[config.mk]
export PLATFORM = sky130hd
export DESIGN_NAME = ssb_symbol_scheduler
export DESIGN_NICKNAME = d
export VERILOG_FILES = /design/src/rtl/ssb_pkg.sv /design/src/rtl/ssb_sym_counter.sv /design/src/rtl/ssb_symbol_scheduler.sv
export SDC_FILE = /design/constraint.sdc
export NUM_CORES = 1
export LEC_CHECK = 0
export BUFFER_PORTS_ARGS = -buffer_cell sky130_fd_sc_hd__buf_2
export CAP_MARGIN = 0
export CORE_UTILIZATION = 53
export DETAILED_ROUTE_END_ITERATION = 10
export PLACE_DENSITY = 0.88
export SYNTH_ARGS = -nofsm -noshare
export SYNTH_HDL_FRONTEND = slang
export SYNTH_HIERARCHICAL = 1
export SYNTH_SLANG_ARGS = --single-unit
[constraint.sdc]
create_clock -name clk_i -period 4.3 [get_ports clk_i]
set_input_delay 1.29 -clock clk_i [delete_from_list [all_inputs] [get_ports clk_i]]
set_output_delay 1.29 -clock clk_i [all_outputs]
set_load 0.03 [all_outputs]
[src/rtl/ssb_pkg.sv]
// Shared types and constants for the SS-block symbol scheduler.
// State encoding, symbol index names and the 256-point grid defaults.
package ssb_pkg;

    typedef enum logic [1:0] {
        IDLE     = 2'd0,
        PRE_WIN  = 2'd1,
        WIN      = 2'd2,
        POST_WIN = 2'd3
    } ssb_state_e;

    localparam logic [1:0] SYM_PBCH1 = 2'd1;
    localparam logic [1:0] SYM_SSS   = 2'd2;
    localparam logic [1:0] SYM_PBCH2 = 2'd3;

    localparam int DEF_FFT_LEN = 256;
    localparam int DEF_CP_LEN  = 18;

endpackage

[src/rtl/ssb_sym_counter.sv]
// Valid-gated sample/symbol position counter with wrap and terminal flags.
// Latency: counts update on the clock after an advancing sample; start has priority.
// Backpressure: none; stalls simply by holding adv_i low.
module ssb_sym_counter #(
    parameter int SYM_LEN  = 274,
    parameter int NUM_SYMS = 3,
    parameter int SCW      = $clog2(SYM_LEN),
    parameter int SYW      = 2
) (
    input  logic           clk_i,
    input  logic           reset_ni,
    input  logic           start_i,
    input  logic           adv_i,
    output logic [SCW-1:0] sample_cnt_o,
    output logic [SYW-1:0] sym_cnt_o,
    output logic           last_sample_o,
    output logic           last_sym_o
);

    localparam logic [SCW-1:0] SAMPLE_LAST = SCW'(SYM_LEN - 1);

    assign last_sample_o = (sample_cnt_o == SAMPLE_LAST);
    assign last_sym_o    = (sym_cnt_o == SYW'(NUM_SYMS));

    // Wrapping out of the final symbol returns the symbol index to 0 so idle reads 0.
    always_ff @(posedge clk_i or negedge reset_ni) begin
        if (!reset_ni) begin
            sample_cnt_o <= '0;
            sym_cnt_o    <= '0;
        end else if (start_i) begin
            sample_cnt_o <= '0;
            sym_cnt_o    <= SYW'(1);
        end else if (adv_i) begin
            if (last_sample_o) begin
                sample_cnt_o <= '0;
                sym_cnt_o    <= last_sym_o ? '0 : sym_cnt_o + 1'b1;
            end else begin
                sample_cnt_o <= sample_cnt_o + 1'b1;
            end
        end
    end

endmodule

[src/rtl/ssb_symbol_scheduler.sv]
// Gates FFT windows for the SS-block symbols after a PSS peak; SSB_SCHED_RETRIGGER_EN allows busy restarts.
// Latency: 1 cycle input sample to m_axis_out; strobes and tlast aligned with tvalid.
// Backpressure: none; input tvalid gaps stall all counting, the FFT side is always ready.
module ssb_symbol_scheduler import ssb_pkg::*; #(
    parameter int IN_DW      = 32,
    parameter int FFT_LEN    = DEF_FFT_LEN,
    parameter int CP_LEN     = DEF_CP_LEN,
    parameter int CP_ADVANCE = 9,
    parameter int NUM_SYMS   = 3
) (
    input  logic             clk_i,
    input  logic             reset_ni,
    input  logic             peak_detected_i,
    input  logic [IN_DW-1:0] s_axis_in_tdata,
    input  logic             s_axis_in_tvalid,
    output logic [IN_DW-1:0] m_axis_out_tdata,
    output logic             m_axis_out_tvalid,
    output logic             m_axis_out_tlast,
    output logic [1:0]       sym_idx_o,
    output logic             PBCH_start_o,
    output logic             SSS_start_o,
    output logic             busy_o
`ifdef SSB_SCHED_RETRIGGER_EN
    ,
    output logic [15:0]      retrigger_cnt_o
`endif
);

    localparam int SYM_LEN = CP_LEN + FFT_LEN;
    localparam int SCW     = $clog2(SYM_LEN);
    localparam int PRE_END = CP_LEN - CP_ADVANCE;

    localparam logic [SCW-1:0] PRE_LAST  = SCW'((PRE_END > 0) ? PRE_END - 1 : 0);
    localparam logic [SCW-1:0] WIN_FIRST = SCW'(PRE_END);
    localparam logic [SCW-1:0] WIN_LAST  = SCW'(PRE_END + FFT_LEN - 1);
    // With the window pushed fully into the CP there is no discard phase at symbol start.
    localparam ssb_state_e SYM_ENTRY = (PRE_END == 0) ? WIN : PRE_WIN;

    ssb_state_e     state_q, state_d;
    logic [SCW-1:0] sample_cnt;
    logic [1:0]     sym_cnt;
    logic           last_sample, last_sym;
    logic           busy, fwd, final_smp, accept_peak, retrig, cnt_start;
    logic           win_first, win_end;

    assign final_smp   = busy && s_axis_in_tvalid && last_sample && last_sym;
    assign accept_peak = (state_q == IDLE) && peak_detected_i;
`ifdef SSB_SCHED_RETRIGGER_EN
    assign retrig      = busy && peak_detected_i && !final_smp;
`else
    assign retrig      = 1'b0;
`endif
    assign cnt_start   = accept_peak || retrig;

    ssb_sym_counter #(
        .SYM_LEN  (SYM_LEN),
        .NUM_SYMS (NUM_SYMS),
        .SCW      (SCW),
        .SYW      (2)
    ) u_cnt (
        .clk_i         (clk_i),
        .reset_ni      (reset_ni),
        .start_i       (cnt_start),
        .adv_i         (busy && s_axis_in_tvalid),
        .sample_cnt_o  (sample_cnt),
        .sym_cnt_o     (sym_cnt),
        .last_sample_o (last_sample),
        .last_sym_o    (last_sym)
    );

    always_ff @(posedge clk_i or negedge reset_ni) begin
        if (!reset_ni) state_q <= IDLE;
        else           state_q <= state_d;
    end

    always_comb begin
        state_d = state_q;
        unique case (state_q)
            IDLE:     if (peak_detected_i) state_d = SYM_ENTRY;
            PRE_WIN:  if (s_axis_in_tvalid && sample_cnt == PRE_LAST) state_d = WIN;
            WIN: begin
                if (s_axis_in_tvalid && sample_cnt == WIN_LAST) begin
                    if (CP_ADVANCE > 0) state_d = POST_WIN;
                    else                state_d = last_sym ? IDLE : SYM_ENTRY;
                end
            end
            POST_WIN: if (s_axis_in_tvalid && last_sample) state_d = last_sym ? IDLE : SYM_ENTRY;
            default:  state_d = IDLE;
        endcase
        if (retrig) state_d = SYM_ENTRY;
    end

    always_comb begin
        busy      = (state_q != IDLE);
        fwd       = (state_q == WIN) && s_axis_in_tvalid;
        win_first = (sample_cnt == WIN_FIRST);
        win_end   = (sample_cnt == WIN_LAST);
    end

    always_ff @(posedge clk_i or negedge reset_ni) begin
        if (!reset_ni) begin
            m_axis_out_tdata  <= '0;
            m_axis_out_tvalid <= 1'b0;
            m_axis_out_tlast  <= 1'b0;
            PBCH_start_o      <= 1'b0;
            SSS_start_o       <= 1'b0;
        end else begin
            m_axis_out_tvalid <= fwd;
            if (fwd) m_axis_out_tdata <= s_axis_in_tdata;
            // A restart inside a window closes the current FFT frame on this sample.
            m_axis_out_tlast  <= fwd && (win_end || retrig);
            PBCH_start_o      <= fwd && win_first && (sym_cnt == SYM_PBCH1 || sym_cnt == SYM_PBCH2);
            SSS_start_o       <= fwd && win_first && (sym_cnt == SYM_SSS);
        end
    end

`ifdef SSB_SCHED_RETRIGGER_EN
    always_ff @(posedge clk_i or negedge reset_ni) begin
        if (!reset_ni)                             retrigger_cnt_o <= '0;
        else if (retrig && retrigger_cnt_o != '1)  retrigger_cnt_o <= retrigger_cnt_o + 1'b1;
    end
`endif

    assign sym_idx_o = sym_cnt;
    assign busy_o    = busy;

endmodule
==> run summary <==
CELLS AND AREA
-----------------------------------------------------------------------------------------------
Final standard cell count with taps included and fillers excluded                           294
Antenna diode count                                                                           0
Post-Route Utilization                                                                   68.16%
Cell area after layout                                                                 2726 um2
Share of cells above drive strength 1                                                    49.59%
Most common cell after layout, fill and taps aside                                 sky130_fd_sc_hd__buf_2
Commonest cells after routing, fill and taps aside                                 sky130_fd_sc_hd__buf_2 (74), sky130_fd_sc_hd__dfrtp_1 (49), sky130_fd_sc_hd__mux2_2 (32)
Net count, final                                                                            288
Layout area overhead                                                                     23.67%
Count of filler cells inserted in the layout                                                294

TIMING
-----------------------------------------------------------------------------------------------
Post-route clock skew                                                               0.002785 ns
Count of pins over their slew limit                                                           0
Period Utilization, post-route                                                           61.81%
Total Neg Setup Slack                                                                      0 ns
Fin. Hold Viols                                                                               0
Tightest Pin Transition                                                                1.040 ns
Post-layout minimum cycle time                                                         2.658 ns
Worst slew margin relative to its limit                                                  30.70%
Upper clock frequency limit                                                          0.3762 GHz
RSZ-0062 raised after global routing                                                      false
Final Setup Violations                                                                        0

FLOORPLANNING
-----------------------------------------------------------------------------------------------
Std-Cell Core Area                                                                     4000 um2
Number of I/O pins                                                                           75
Die outline area                                                                       4422 um2
Site row count                                                                               23
Initial core utilization                                                                 55.11%
Die boundary height                                                                    66.50 um
Die W                                                                                  66.50 um

WORST SETUP PATH
-----------------------------------------------------------------------------------------------
Critical path data arrival time                                                         1.37 ns
Req. time, crit path                                                                    3.01 ns
Type of the setup path with the least slack                                             reg2out
Most repeated library cell on the critical path                                    sky130_fd_sc_hd__inv_1
Largest delay share family, worst path                                               flip-flops
Critical path endpoint category                                                      output pin
Critical-path cell list                                                            inv_1 > ha_1 > inv_1 > buf_2
Slowest CP cell                                                                    sky130_fd_sc_hd__dfrtp_1
Kind of start point of the critical path                                                   flop
Number of buffer and inverter stages on the critical path                                     3
Longest individual stage delay on the worst path                                        0.41 ns
Critical path fanouts, max                                                                    5

DRT
-----------------------------------------------------------------------------------------------
Drt pass-1 iters                                                                              4
Avg WL per Cell                                                                        14.57 um
Total number of vias                                                                      1,567
Detailed router's first-iteration violation count                                            64
Via density per instance                                                                  5.330
Final routed DRC violation total                                                              0
Final wirelength                                                                        4283 um
Remaining antenna violation count                                                             0

LOGIC SYNTHESIS
-----------------------------------------------------------------------------------------------
Avg Cell Area, Syn                                                                    13.28 um2
Syn Nets                                                                                    210
Async set-reset flop share out of synthesis                                              100.0%
Cell count after synthesis                                                                  166
Post-synthesis cell type count                                                               36
Share of the synthesized area in the top cell type                                       55.62%
Post-synth EDFFs                                                                              0
Number of warning messages in the yosys log                                                   6
Leading post-synthesis cells by cell area                                          sky130_fd_sc_hd__dfrtp_1 (56%), sky130_fd_sc_hd__mux2_2 (16%), sky130_fd_sc_hd__ha_1 (4.5%)
Fraction of the yosys area taken by sequential cells                                     55.62%
Cell taking the most area after synthesis                                          sky130_fd_sc_hd__dfrtp_1
Mapped Area                                                                            2205 um2
Register bit total from synthesis                                                            49
Most instantiated flip-flop cell in the synthesis netlist                          sky130_fd_sc_hd__dfrtp_1

CLOCK TREE
-----------------------------------------------------------------------------------------------
Cell at the root of the clock tree                                                 sky130_fd_sc_hd__clkbuf_8
Setup repair bufs after CTS                                                                   0
TritonCTS clock tree                                                                       done
Bufs on Longest Clock Path                                                                    2
Total clock buffers created by CTS                                                            5
CTS Hold Bufs                                                                                 0
Post-CTS resize count                                                                         0
Clock input transition at the sequential cells of the worst setup and hold paths        0.08 ns
Clock insertion delay at the later pin of the skew report                               0.29 ns
Depth of the CTS H-tree                                                                       2
CTS Sinks                                                                                    49

RUN STATUS
-----------------------------------------------------------------------------------------------
Outcome                                                                               completed

GLOBAL ROUTE
-----------------------------------------------------------------------------------------------
Largest net degree at the start of global routing                                            50
Via count of the first global-routing pass                                                1,493
Antenna violations before repair                                                              0
Global-route wire length before repair                                                  6693 um
Overflow left after global routing                                                            0
Overall fraction of global-route tracks in use                                           20.73%

PLACED DESIGN
-----------------------------------------------------------------------------------------------
Global placement routability congestion                                                  0.7814
Area after detailed placement                                                          2623 um2
Number of port buffers                                                                       74
Total placed cells including tap cells                                                      287
Detailed placement HPWL                                                                 3146 um

MIN PATH
-----------------------------------------------------------------------------------------------
Type of the most critical hold path                                                     reg2reg

POWER AND IR DROP
-----------------------------------------------------------------------------------------------
Worst vdd ir                                                                          0.2615 mV
Cell Pwr Density                                                                   346.2 nW/um2
Total Power Consumption                                                                943.8 uW
Static leakage                                                                         1.533 nW

RUN
-----------------------------------------------------------------------------------------------
Number of max-cap violations                                                                  0

-- per-layer routing --
layer / wire [um] / vias up / part of all wire (%) / global-route usage, %
li1: - / 734 / - / -
met1: 1825 / 752 / 43 / 25.96
met2: 2051 / 68 / 48 / 33.29
met3: 293 / 13 / 6.8 / 4.452
met4: 112 / 0 / 2.6 / 11.44
met5: 0 / - / 0 / 0
-- Yosys cell counts (all sizes together), types with 2 or more instances --
library cell / n
xor2: 4
xnor2: 2
nand4b: 2
mux2: 34
nor4: 2
buf: 4
nand2: 8
nor2b: 2
and3: 3
o21ai: 6
nor2: 11
dfrtp: 49
inv: 10
nand3: 3
ha: 8
-- cell families (layout without fill, tap and decap cells) --
family,after synthesis,count (layout),synth area share (%)
compound gates,16,16,5.790
xor+xnor,6,6,2.384
fa+ha+maj,8,8,4.540
buf+inv,14,92,2.724
flops,49,49,55.62
mux,34,34,17.71
simple gates,39,39,11.24
-- area by class of cell --
class | instances | area (um2) | share of cell area (%)
Tap cell | 50 | 62.56 | 2.295
Inverter | 10 | 37.54 | 1.377
Clock inverter | 2 | 35.03 | 1.285
Multi-Input combinational cell | 103 | 918.4 | 33.69
Sequential cell | 49 | 1226 | 44.97
Timing Repair Buffer | 75 | 377.9 | 13.86
Clock buffer | 5 | 68.82 | 2.524
-- power breakdown --
part	total [mW]	switching [mW]	internal, mW	leakage (nW)
Combinational	0.103	0.0497	0.0533	0.817
Sequential	0.531	0.0480	0.483	0.662
Clock	0.310	0.141	0.169	0.0540
Total	0.944	0.239	0.705	1.53
-- through the flow --
step           setup slack, ns  hold slack (ns)
3_5_place_dp             1.547           0.4887
5_1_grt                  1.587           0.5249
6_report                 1.642           0.5035
4_1_cts                  1.639           0.5082
3_3_place_gp             1.597           0.4815
2_1_floorplan            1.925           0.5107
-- worst paths after layout --
check	from	endpoint	slack [ns]	depth (start not counted)
hold / removal	m_axis_out_tdata[13]	m_axis_out_tdata[13]	0.50	1
hold reg to reg	m_axis_out_tdata[13]	m_axis_out_tdata[13]	0.50	1
min in group asynchronous	reset_ni	m_axis_out_tdata[15]	1.17	1
setup reg to reg	u_cnt/sample_cnt_o[3]	state_q[0]	2.11	6
max in group asynchronous	reset_ni	m_axis_out_tdata[5]	2.49	1
setup / recovery	state_q[0]	busy_o	1.64	4
-- registers in the layout, summed over array words and instances (netlist names) --
| name | cells |
|---|---|
| state_q | 2 |
| m_axis_out_tvalid | 1 |
| PBCH_start_o | 1 |
| m_axis_out_tdata | 32 |
| u_cnt/sample_cnt_o | 9 |
| SSS_start_o | 1 |
| u_cnt/sym_cnt_o | 2 |
| m_axis_out_tlast | 1 |
Power figures use the tool's default switching activity.
